**src/rtl/mm_operand_feeder_pkg.sv**
```systemverilog
// Shared types and helpers for the matrix-multiply operand feeder.
package mm_operand_feeder_pkg;

    typedef enum logic [1:0] {
        ST_IDLE      = 2'd0,
        ST_LOAD      = 2'd1,
        ST_EMIT      = 2'd2,
        ST_DONE_WAIT = 2'd3
    } feedState_e;

    // Words per job (A then B) and words per 4x4 matrix
    localparam int unsigned FEED_WORDS = 32;
    localparam int unsigned MAT_WORDS  = 16;

    // Maps an output sequence number to a buffer index:
    // A row 0, then B column by column (top to bottom), then A rows 1..3.
    function automatic logic [4:0] feedAddr(input logic [5:0] seq);
        logic [3:0] colSeq;
        logic [4:0] addr;
        colSeq = 4'(seq - 6'd4);
        if (seq < 6'd4) begin
            addr = 5'(seq);
        end else if (seq < 6'd20) begin
            // colSeq[3:2] is the column, colSeq[1:0] the row; B index is 4*row + col
            addr = 5'(MAT_WORDS) + {1'b0, colSeq[1:0], colSeq[3:2]};
        end else begin
            addr = 5'(seq - 6'(MAT_WORDS));
        end
        return addr;
    endfunction

endpackage

```
**src/rtl/mm_feed_buf.sv**
```systemverilog
// Job buffer: holds A (entries 0..15) and B (entries 16..31).
// One synchronous write port, one asynchronous read port; contents are never reset.
module mm_feed_buf #(
    parameter int pDATA_WIDTH = 32,
    parameter int pDEPTH      = 32
) (
    input  logic                       clk_i,
    input  logic                       we_i,
    input  logic [$clog2(pDEPTH)-1:0]  waddr_i,
    input  logic [pDATA_WIDTH-1:0]     wdata_i,
    input  logic [$clog2(pDEPTH)-1:0]  raddr_i,
    output logic [pDATA_WIDTH-1:0]     rdata_o
);

    logic [pDATA_WIDTH-1:0] mem_q [pDEPTH];

    // Store each accepted stream word at the current write index
    always_ff @(posedge clk_i) begin
        if (we_i) begin
            mem_q[waddr_i] <= wdata_i;
        end
    end

    assign rdata_o = mem_q[raddr_i];

endmodule

```
**src/rtl/mm_operand_feeder.sv**
```systemverilog
// Operand feeder: buffers A and B from the DMA stream, then replays them in the
// order the 4x4 stream matrix-multiply engine consumes them.
module mm_operand_feeder
    import mm_operand_feeder_pkg::*;
#(
    parameter int pDATA_WIDTH = 32,
    parameter int pDIM        = 4   // the engine is fixed 4x4; other values are not supported
) (
    input  logic                   axis_clk,
    input  logic                   axis_rst_n,
    input  logic                   feed_start,
    output logic                   feed_busy,
    output logic                   feed_done,
    output logic                   feed_err,
    input  logic                   ss_tvalid,
    input  logic [pDATA_WIDTH-1:0] ss_tdata,
    input  logic                   ss_tlast,
    output logic                   ss_tready,
    input  logic                   sm_tready,
    output logic                   sm_tvalid,
    output logic [pDATA_WIDTH-1:0] sm_tdata
);

    localparam logic [4:0] LAST_WR = 5'(2 * pDIM * pDIM - 1);
    localparam logic [5:0] RD_END  = 6'(FEED_WORDS);

    feedState_e             state_q;
    logic [4:0]             wrCnt_q;
    logic [5:0]             rdSeq_q;
    logic                   ssTready_q;
    logic                   smTvalid_q;
    logic [pDATA_WIDTH-1:0] smTdata_q;
    logic                   feedBusy_q;
    logic                   feedDone_q;
    logic                   feedErr_q;

    logic                   ssHandshake;
    logic                   smHandshake;
    logic                   emitLoad;
    logic [4:0]             rdAddr;
    logic [pDATA_WIDTH-1:0] rdData;

    assign ssHandshake = (state_q == ST_LOAD) && ss_tvalid && ssTready_q;
    assign smHandshake = smTvalid_q && sm_tready;
    // The output register may take a new word when empty or being drained this cycle
    assign emitLoad    = (!smTvalid_q || sm_tready) && (rdSeq_q < RD_END);
    assign rdAddr      = feedAddr(rdSeq_q);

    mm_feed_buf #(
        .pDATA_WIDTH (pDATA_WIDTH),
        .pDEPTH      (FEED_WORDS)
    ) uBuf (
        .clk_i   (axis_clk),
        .we_i    (ssHandshake),
        .waddr_i (wrCnt_q),
        .wdata_i (ss_tdata),
        .raddr_i (rdAddr),
        .rdata_o (rdData)
    );

    // Job sequencer: load 32 words, replay them through the output register, pulse done
    always_ff @(posedge axis_clk or negedge axis_rst_n) begin
        if (!axis_rst_n) begin
            state_q    <= ST_IDLE;
            wrCnt_q    <= '0;
            rdSeq_q    <= '0;
            ssTready_q <= 1'b0;
            smTvalid_q <= 1'b0;
            smTdata_q  <= '0;
            feedBusy_q <= 1'b0;
            feedDone_q <= 1'b0;
            feedErr_q  <= 1'b0;
        end else begin
            feedDone_q <= 1'b0;
            case (state_q)
                ST_IDLE: begin
                    if (feed_start) begin
                        state_q    <= ST_LOAD;
                        wrCnt_q    <= '0;
                        feedErr_q  <= 1'b0;
                        ssTready_q <= 1'b1;
                        feedBusy_q <= 1'b1;
                    end
                end
                ST_LOAD: begin
                    if (ssHandshake) begin
                        wrCnt_q <= wrCnt_q + 5'd1;
                        // tlast only flags framing problems; it never changes the word count
                        if (ss_tlast != (wrCnt_q == LAST_WR)) begin
                            feedErr_q <= 1'b1;
                        end
                        if (wrCnt_q == LAST_WR) begin
                            state_q    <= ST_EMIT;
                            ssTready_q <= 1'b0;
                            rdSeq_q    <= '0;
                        end
                    end
                end
                ST_EMIT: begin
                    if (emitLoad) begin
                        smTdata_q  <= rdData;
                        smTvalid_q <= 1'b1;
                        rdSeq_q    <= rdSeq_q + 6'd1;
                    end else if (smHandshake) begin
                        // Only reachable once all 32 words are issued: this is the last word leaving
                        smTvalid_q <= 1'b0;
                        feedDone_q <= 1'b1;
                        state_q    <= ST_DONE_WAIT;
                    end
                end
                ST_DONE_WAIT: begin
                    state_q    <= ST_IDLE;
                    feedBusy_q <= 1'b0;
                end
                default: begin
                    state_q <= ST_IDLE;
                end
            endcase
        end
    end

    assign ss_tready = ssTready_q;
    assign sm_tvalid = smTvalid_q;
    assign sm_tdata  = smTdata_q;
    assign feed_busy = feedBusy_q;
    assign feed_done = feedDone_q;
    assign feed_err  = feedErr_q;

endmodule

```
**config.mk**
```make
export PLATFORM = sky130hd
export DESIGN_NAME = mm_operand_feeder
export DESIGN_NICKNAME = d
export VERILOG_FILES = /design/src/rtl/mm_operand_feeder_pkg.sv /design/src/rtl/mm_feed_buf.sv /design/src/rtl/mm_operand_feeder.sv
export SDC_FILE = /design/constraint.sdc
export NUM_CORES = 1
export LEC_CHECK = 0
export CAP_MARGIN = 5
export CORE_ASPECT_RATIO = 1.5
export CORE_UTILIZATION = 55
export CTS_CLUSTER_SIZE = 20
export DETAILED_ROUTE_END_ITERATION = 8
export HOLD_SLACK_MARGIN = 0.08
export PLACE_DENSITY = 0.79
export SYNTH_ARGS = -nofsm -noshare
export SYNTH_HDL_FRONTEND = slang
export SYNTH_SLANG_ARGS = --single-unit
```
**constraint.sdc**
```tcl
create_clock -name axis_clk -period 4.1 [get_ports axis_clk]
set_input_delay 1.23 -clock axis_clk [delete_from_list [all_inputs] [get_ports axis_clk]]
set_output_delay 1.23 -clock axis_clk [all_outputs]
set_load 0.03 [all_outputs]
```
Yosys cells after proc, flatten, opt, wreduce, memory -nomap -nowiden
Memory sizes are Yosys's and may differ from the RTL's. A register that Yosys moved wholly into a read port is not among the register bits.
Index checks and enable logic that the tools add are counted.

storage, ports and cells
  flip-flop bits (word level) = 18
  RAM bits = 1024
  input bits = 38
  output and inout bits = 37
  memories kept = 1

memories
  memory      depth  width  rd ports  clocked after memory_dff  wr ports  RTL line           text
  uBuf.mem_q  32     32     1         1                         1         mm_feed_buf.sv:15  logic [pDATA_WIDTH-1:0] mem_q [pDEPTH];

operators by class
  $add $sub $neg = 5
  $lt $le $gt $ge = 3
  equality and inequality tests = 12
  muxes and demuxes = 31
  reduce and logical (&&, ||, !) cells = 20

operators with widths
  operator                                                    count
  2-to-1 mux 5 bit                                            4
  2-to-1 mux 6 bit                                            3
  2-to-1 mux 1 bit                                            13
  case mux 6 bit (2 select lines)                             1
  AND reduction 4 bit                                         3
  2-to-1 mux 2 bit                                            5
  inequality test 2 bit, second input constant                5
  case mux 5 bit (2 select lines)                             1
  case mux 2 bit (4 select lines)                             1
  nonzero test 2 bit                                          4
  adder 6 x 1 -> 6 bit, second input constant                 1
  less-than comparator 6 x 3 -> 1 bit, second input constant  1
  less-than comparator 6 x 5 -> 1 bit, second input constant  1
  less-than comparator 6 bit, second input constant           1
  case mux 1 bit (2 select lines)                             3
  AND reduction 2 bit                                         3
  adder 5 x 1 -> 5 bit, second input constant                 1
  adder 5 x 4 -> 5 bit, first input constant                  1
  equality test 5 bit, second input constant                  1
  AND reduction 5 bit                                         1
  subtractor 5 bit, second input constant                     1
  equality test 2 bit, second input constant                  2
  logical AND 1 bit                                           4
  inequality test 2 x 1 -> 1 bit, second input constant       2
  other kinds (7)                                             8

Depth between registers and ports, before layout
Gate-level depths: netlist (run 1).

  depth in word-level cells = 5
  gate-level depth with buffers = 12
  depth with buffers taken out = 9

Cells and area by module
A second synthesis (run 1) with hierarchy kept.

unflattened totals
  cell total of the unflattened synthesis = 2486
  area, all modules = 42191.7 um2

modules (own cells, without submodules)
  module             times used  cells each  area each (um2)
  mm_feed_buf        1           2228        39844.5
  mm_operand_feeder  1           258         2347.3

Least setup slack after synthesis (run 1)
OpenSTA, ideal clock, no wires.

  path type = in2reg
  from = in ss_tvalid
  to = mem uBuf.mem_q[30][0] (enable)
  arrival = 2994 ps
  data required time = 3679 ps
  setup slack = 685 ps
  cell stages on the path = 3
  path buffers = 0
  cells stage by stage = and3_1 > nand2_1 > nor2_1

between the ends
  cells in the longest elaborated chain, start to end = 4

ends and longest elaborated chain
  what                                    RTL line                 text
  start: declaration                      mm_operand_feeder.sv:15  input logic ss_tvalid,
  logical AND 1 bit (2 in series)         mm_operand_feeder.sv:43  assign ssHandshake = (state_q == ST_LOAD) && ss_tvalid && ssTready_q;
  2-to-1 mux 1 bit                        mm_feed_buf.sv:19        if (we_i) begin
  2-to-1 mux 1 bit (implied by the code)  mm_feed_buf.sv:20        mem_q[waddr_i] <= wdata_i;
  end: declaration                        mm_feed_buf.sv:15

Every way passes these cells.

Final worst setup path (run 1)
  from = reg rdSeq_q[2]
  to = reg smTdata_q[17], in the netlist sm_tdata[17] (read register of uBuf.mem_q)

between the ends
  cells in the longest elaborated chain, start to end = 4
  elaborated cells on any way between the ends = 10

ends and longest elaborated chain
  what                       RTL line                     text
  start: declaration         mm_operand_feeder.sv:29      logic [5:0] rdSeq_q;
  start signal: assignment   mm_operand_feeder.sv:103     rdSeq_q <= rdSeq_q + 6'd1;
  subtractor 4 x 3 -> 4 bit  mm_operand_feeder_pkg.sv:20  colSeq = 4'(seq - 6'd4);
  adder 5 x 4 -> 5 bit       mm_operand_feeder_pkg.sv:25  addr = 5'(MAT_WORDS) + {1'b0, colSeq[1:0], colSeq[3:2]};
  2-to-1 mux 5 bit           mm_operand_feeder_pkg.sv:23  end else if (seq < 6'd20) begin
  2-to-1 mux 5 bit           mm_operand_feeder_pkg.sv:21  if (seq < 6'd4) begin
  end: declaration           mm_operand_feeder.sv:32      logic [pDATA_WIDTH-1:0] smTdata_q;

Parallel ways exist; a longest one is shown, timed or not.
A chain may end at the register's enable or synchronous reset.

==> results of run 1 <==
[worst max-delay path: stages (launching register included)]
cell       delay [ns]
dfrtp_1          0.53
inv_1            0.22
ha_1             0.33
xnor2_2          0.50
nand3_4          0.53
buf_12           0.40
and3_1           0.18
o21ai_0          0.28
o2111ai_1        0.21
o31ai_1          0.38
o211ai_1         0.15
[where the power goes]
group / leakage [nW] / switching [mW] / internal (mW)
sequential: 9.84 / 0.272 / 12.4
combinational: 6.44 / 3.03 / 1.84
clock: 1.40 / 3.82 / 4.63
[synthesized netlist by cell type, types with 3 or more instances]
master,number
a211oi_1,3
a21boi_0,62
a21o_1,33
a21oi_1,8
and3_1,64
buf_1,8
buf_2,42
buf_4,4
clkbuf_1,100
dfrtp_1,50
edfxtp_1,1024
ha_1,12
inv_1,11
mux2i_1,415
nand2_1,60
nand2b_1,4
nand3_1,43
nand3b_1,3
nor2_1,38
nor2b_1,5
nor3_1,6
nor4_1,32
o2111ai_1,31
o211ai_1,31
o21a_1,3
o21ai_0,103
o21ai_1,7
o22a_1,3
o22ai_1,191
o31ai_1,33
o32a_1,3
xor2_1,3
[placed cells by master (no fill, tap or decap), types with 6 or more instances in the layout]
cell / synthesis / final
nor4_1: 32 / 32
o21ai_0: 103 / 103
a21oi_1: 8 / 8
mux2i_1: 415 / 415
clkinvlp_4: 0 / 8
and3_1: 64 / 64
a21o_1: 33 / 33
clkbuf_1: 100 / 17
o211ai_1: 31 / 31
inv_1: 11 / 11
bufinv_16: 0 / 6
buf_4: 4 / 59
nor2_1: 38 / 6
nor2_4: 0 / 33
clkinv_2: 0 / 12
clkdlybuf4s50_1: 0 / 73
o2111ai_1: 31 / 31
edfxtp_1: 1024 / 1024
nand3_1: 43 / 42
o22ai_1: 191 / 191
clkbuf_8: 0 / 8
buf_12: 0 / 51
nand2_1: 60 / 59
nor3_1: 6 / 6
clkbuf_16: 0 / 91
dfrtp_1: 50 / 50
a21boi_0: 62 / 62
o31ai_1: 33 / 33
clkinv_1: 0 / 16
ha_1: 12 / 12
[state kept, by name, indices dropped and copies added, names as in the netlist]
| name | flops |
|---|---|
| wrCnt_q | 5 |
| ss_tready | 1 |
| feed_err | 1 |
| sm_tvalid | 1 |
| sm_tdata | 32 |
| feed_busy | 1 |
| feed_done | 1 |
| uBuf.mem_q | 1024 |
| rdSeq_q | 6 |
| state_q | 2 |
[cell type report]
| class | count | share of cell area, % |
|---|---|---|
| Tap cell | 1000 | 2.61 |
| Sequential cell | 1074 | 66.7 |
| Timing Repair Buffer | 185 | 4.62 |
| Inverter | 12 | 0.0939 |
| Multi-Input combinational cell | 1221 | 19.9 |
| Clock buffer | 116 | 5.11 |
| Antenna cell | 2 | 0.0104 |
| Clock inverter | 50 | 0.952 |
[cells by family (layout without fill, tap and decap cells)]
logic type / Yosys count / count (layout) / share of synthesized area (%)
muxes: 417 / 417 / 9.96
adders and majority gates: 12 / 12 / 0.358
xor gates and xnor gates: 6 / 6 / 0.161
DFF: 1074 / 1074 / 76.4
and+or+nand+nor: 266 / 266 / 3.27
buffers and inverters: 167 / 363 / 1.67
AOI/OAI and AO/OA: 520 / 520 / 8.22
other: 0 / 2 / 0
[worst max path at each step]
stage                                       from                      endpoint  cells past startpoint
after floorplan                        ss_tvalid   uBuf.mem_q[30][0]$_DFFE_PP_                      3
after global placement                 ss_tvalid  uBuf.mem_q[26][12]$_DFFE_PP_                      5
after detailed placement  rdSeq_q[2]$_DFFE_PN0P_      sm_tdata[10]$_DFFE_PN0P_                     10
after CTS                 rdSeq_q[2]$_DFFE_PN0P_      sm_tdata[17]$_DFFE_PN0P_                     10
after global routing      rdSeq_q[2]$_DFFE_PN0P_      sm_tdata[10]$_DFFE_PN0P_                     10
final                     rdSeq_q[2]$_DFFE_PN0P_      sm_tdata[17]$_DFFE_PN0P_                     10
[routing by layer]
layer	vias to the layer above	wire, um	global-route usage [%]
met2	1598	55200	48.2
met1	12100	36600	33.7
met3	378	10100	4.61
met5	-	12	0
met4	2	6520	16.0
li1	10100	-	-
[through the flow]
stage	power [mW]	hold slack, ns
after floorplan	15.7	0.530
after global placement	17.5	0.498
after detailed placement	17.7	0.496
after CTS	26.0	0.513
after global routing	26.7	0.538
final	26.0	0.508
==> flow_summary_export.csv, run 1 <==
group,metric,value,unit
status,status,"completed",
worst_hold_path,hold_start,"feed_err$_DFFE_PN0P_",
worst_setup_path,worst_setup_path_start_kind,"flip-flop",
yosys,synth_cells,2462,
global_route,grt_pass1_wl,156000,um
final_layout,fillers,4836,
worst_setup_path,critical_path_class,"flip-flop to flip-flop",
die,pin_count,75,
worst_setup_path,path_max_fanout,47,
placement,post-place-ws,0.327,ns
worst_setup_path,crit_required,4.60,ns
detailed_routing,drt_iter0_markers,3116,
worst_setup_path,arrival,4.42,ns
global_route,antenna_found_initial,2,
sta,worst_pin_slew,1.30,ns
die,die_h,340,um
yosys,synth_edf_count,1024,
final_layout,fin_cells,3660,
detailed_routing,ant_nets,0,
final_layout,fin_area,48000,um2
sta,rsz0062_at_grt,"no",
final_layout,register_area,32000,um2
die,std_cell_rows,123,
worst_setup_path,cp-end-kind,"flip-flop",
power,p_per_area,541,nW/um2
cts,postCtsSetupBuffers,0,
cts,cts_tree,"built",
worst_setup_path,ff2ff_path_depth,10,
cts,htreeDepth,3,
yosys,synth_area_leader_cell,"edfxtp_1",
final_layout,final_util,63.7,%
worst_hold_path,worstHoldPathCells,2,
yosys,syn_area_per_cell,17.0,um2
final_layout,syn_to_final_growth,14.5,%
final_layout,drive_gt1_share,11.2,%
sta,final_hold_viol_count,0,
final_layout,num-nets-final,2633,
detailed_routing,wirelength,108000,um
detailed_routing,drt_pass1_iterations,7,
worst_setup_path,reg2reg_to,"sm_tdata[17]$_DFFE_PN0P_",
cts,ctsResizeCount,0,
die,die_w,227,um
sta,setup_viol,0,
worst_setup_path,r2r_slack,0.18,ns
worst_hold_path,hold_path_class,"flip-flop to flip-flop",
placement,dp_hpwl,60000,um
sta,period_needed,3.92,ns
cts,cts_root_buffer,"clkbuf_16",
job,max-cap-violations,0,
power,leakagePower,17.7,nW
placement,port_buffers,74,
detailed_routing,num_vias,24200,
yosys,ys_seq_area_share,76.4,%
cts,clockBufferDepth,3,
cts,clk_pin_slew,0.07,ns
yosys,ys_ff_latch,1074,
sta,finalCritPeriodShare,95.5,%
cts,numClockSinks,1074,
yosys,synth_warnings,0,
worst_hold_path,min_to,"feed_err$_DFFE_PN0P_",
placement,gp_congestion,0.863,
global_route,grt_max_degree,57,
die,start_util,55.7,%
sta,finalSetupTns,0,ns
yosys,ys_top_cells_by_area,"edfxtp_1 73%, mux2i_1 9.9%, dfrtp_1 3.0%",
cts,insertion_delay,0.65,ns
sta,slew_headroom,12.9,%
die,core_area,75300,um2
sta,skew,0.0152,ns
yosys,syn_nets,2512,
sta,setup_ws,0.183,ns
cts,cts_buffers,89,
detailed_routing,via_per_inst,6.62,
yosys,ys.flop_type,"edfxtp_1",
power,vdd_drop_max,0.311,mV
sta,report.final.slew_viol_count,0,
yosys,yosysTopAreaCellShare,73.4,%
placement,post_dp_cell_area,45000,um2
cts,cts.hold.buffers_added,0,
global_route,grt_usage,28.2,%
placement,dpl.cell_count,3491,
global_route,grt-ovfl-total,0,
yosys,synthArstFlopShare,4.66,%
yosys,syn_area,41900,um2
final_layout,multi_input_area,9550,um2
detailed_routing,wl_per_cell,29.6,um
die,dieArea,77300,um2
detailed_routing,drc,0,
worst_setup_path,timing.rr.start,"rdSeq_q[2]$_DFFE_PN0P_",
global_route,grt_pass1_vias,24500,
sta,fmax,0.255,GHz
yosys,synth.distinct_cells,55,
(Power assumes the default switching activity.)
==> run 2, diff against run 1 <==
--- a/config.mk
+++ b/config.mk
@@ -8,10 +8,10 @@
 export CAP_MARGIN = 5
 export CORE_ASPECT_RATIO = 1.5
 export CORE_UTILIZATION = 55
-export CTS_CLUSTER_SIZE = 20
 export DETAILED_ROUTE_END_ITERATION = 8
 export HOLD_SLACK_MARGIN = 0.08
 export PLACE_DENSITY = 0.79
+export SLEW_MARGIN = 0
 export SYNTH_ARGS = -nofsm -noshare
 export SYNTH_HDL_FRONTEND = slang
 export SYNTH_SLANG_ARGS = --single-unit
==> run 2 against run 1 <==
- worst setup slack gained 0.050 ns
- clock power is essentially flat
- sequential power is essentially flat
- count of clock-buffer cells in the layout is the same
- via count grew 0.18%
- maximum frequency grew 1.3%
- non-clock buffer count is the same
- critical endpoint is now sm_tdata[10]$_DFFE_PN0P_
- largest cell class unchanged
==> flow_summary_export.csv, run 2 (synthesis gave the netlist of run 1 again) <==
group,metric,value,unit
power,p_per_area,541,nW/um2
global_route,grt_pass1_vias,24500,
sta,fmax,0.259,GHz
worst_setup_path,crit_chain,"inv_1 -> ha_1 -> xnor2_2 -> nand3_4 -> buf_12 -> and3_1 -> o21ai_0 -> o2111ai_1 -> o31ai_1 -> o211ai_1",
worst_setup_path,cp_slowest_cell,"nand3_4",
placement,port_buffers,74,
cts,insertion_delay,0.65,ns
cts,clockBufferDepth,3,
final_layout,num-nets-final,2633,
global_route,grt_usage,28.2,%
sta,slew_headroom,13.3,%
global_route,grt_max_degree,57,
cts,htreeDepth,3,
die,pin_count,75,
placement,gp_congestion,0.863,
final_layout,syn_to_final_growth,14.5,%
placement,post_dp_cell_area,45000,um2
detailed_routing,via_per_inst,6.64,
sta,period_needed,3.87,ns
power,leakagePower,17.7,nW
job,max-cap-violations,0,
worst_setup_path,cp-end-kind,"flip-flop",
final_layout,layout_common_cells,"1024 x edfxtp_1, 415 x mux2i_1, 191 x o22ai_1",
worst_setup_path,crit_required,4.59,ns
detailed_routing,wl_per_cell,29.6,um
worst_setup_path,arrival,4.36,ns
cts,cts_tree,"built",
detailed_routing,num_vias,24300,
sta,report.final.slew_viol_count,0,
sta,skew,0.0149,ns
cts,numClockSinks,1074,
cts,postCtsSetupBuffers,0,
sta,finalCritPeriodShare,94.3,%
sta,final_hold_viol_count,0,
global_route,antenna_found_initial,2,
sta,worst_pin_slew,1.30,ns
die,std_cell_rows,123,
sta,setup_viol,0,
cts,cts.hold.buffers_added,0,
worst_setup_path,critical-path-max-stage-delay,0.53,ns
die,dieArea,77300,um2
detailed_routing,drt_iter0_markers,3232,
power,vdd_drop_max,0.312,mV
die,start_util,55.7,%
global_route,grt_pass1_wl,156000,um
die,core_area,75300,um2
final_layout,fillers,4837,
worst_hold_path,hold_path_class,"flip-flop to flip-flop",
detailed_routing,drt_pass1_iterations,7,
final_layout,largest_register,"uBuf.mem_q",
final_layout,final_common_cell,"edfxtp_1",
worst_setup_path,path_max_fanout,55,
final_layout,drive_gt1_share,11.2,%
sta,finalSetupTns,0,ns
sta,rsz0062_at_grt,"no",
placement,dp_hpwl,60000,um
cts,cts_root_buffer,"clkbuf_16",
detailed_routing,drc,0,
detailed_routing,wirelength,108000,um
final_layout,fin_area,48000,um2
global_route,grt-ovfl-total,0,
cts,cts_buffers,89,
status,status,"completed",
detailed_routing,ant_nets,0,
worst_setup_path,critical_path_class,"flip-flop to flip-flop",
cts,clk_pin_slew,0.07,ns
worst_setup_path,worst_setup_path_start_kind,"flip-flop",
cts,ctsResizeCount,0,
sta,hold_ws,0.508,ns
die,die_w,227,um
final_layout,largest_reg_flops,1024,
die,die_h,340,um
## run 2: cell counts in the layout (fill, tap and decap cells not counted)
Identical to the previous run, type by type.
## run 2: per-stage QoR
step / setup WS [ns] / std cells / utilization (%) / power [mW]
final: 0.233 / 3660 / 63.7 / 26.0
after global routing: 0.0350 / 3659 / 63.7 / 26.7
after CTS: 0.267 / 3657 / 63.7 / 26.0
after detailed placement: 0.327 / 3491 / 59.9 / 17.7
after global placement: 0.392 / 3491 / 59.9 / 17.5
after floorplan: 0.685 / 2462 / - / 15.7
## run 2: critical path: cells and delay by family, from the launching register on
family                     cells  cell delay (ns)
AOI/OAI and AO/OA              4             0.98
and+or+nand+nor                2             0.72
buffers and inverters          2             0.61
DFF                            1             0.52
xor gates and xnor gates       1             0.49
adders and majority gates      1             0.33
## run 2: routing by layer
layer | up-vias | GRT usage (%) | part of all wire [%]
met1 | 12200 | 33.6 | 34
met3 | 400 | 4.63 | 9.4
met2 | 1575 | 48.2 | 51
met4 | 2 | 16.3 | 6.4
met5 | - | 0 | 0.011
li1 | 10100 | - | -
## run 2: worst paths after layout
path                       cells past startpoint  slack, ns              startpoint                        to
max                                           10       0.23  rdSeq_q[2]$_DFFE_PN0P_  sm_tdata[10]$_DFFE_PN0P_
min                                            2       0.51    feed_err$_DFFE_PN0P_      feed_err$_DFFE_PN0P_
max reg2reg                                   10       0.23  rdSeq_q[2]$_DFFE_PN0P_  sm_tdata[10]$_DFFE_PN0P_
min reg2reg                                    2       0.51    feed_err$_DFFE_PN0P_      feed_err$_DFFE_PN0P_
max in group asynchronous                      2       3.14              axis_rst_n  sm_tdata[19]$_DFFE_PN0P_
min in group asynchronous                      2       0.62              axis_rst_n   sm_tdata[6]$_DFFE_PN0P_
## run 2: cell type report
class	instances	area (um2)	area share, %
Clock buffer	116	2450	5.11
Multi-Input combinational cell	1221	9550	19.9
Inverter	12	45.0	0.0939
Clock inverter	50	457	0.952
Antenna cell	2	5.00	0.0104
Sequential cell	1074	32000	66.7
Timing Repair Buffer	185	2210	4.62
Tap cell	1000	1250	2.61
## run 2: report_power, final
part	leakage [nW]	total (mW)	switching, mW	internal [mW]
registers	9.84	12.6	0.274	12.4
logic	6.44	4.88	3.03	1.84
clock network	1.40	8.45	3.82	4.63
total	17.7	26.0	7.12	18.8
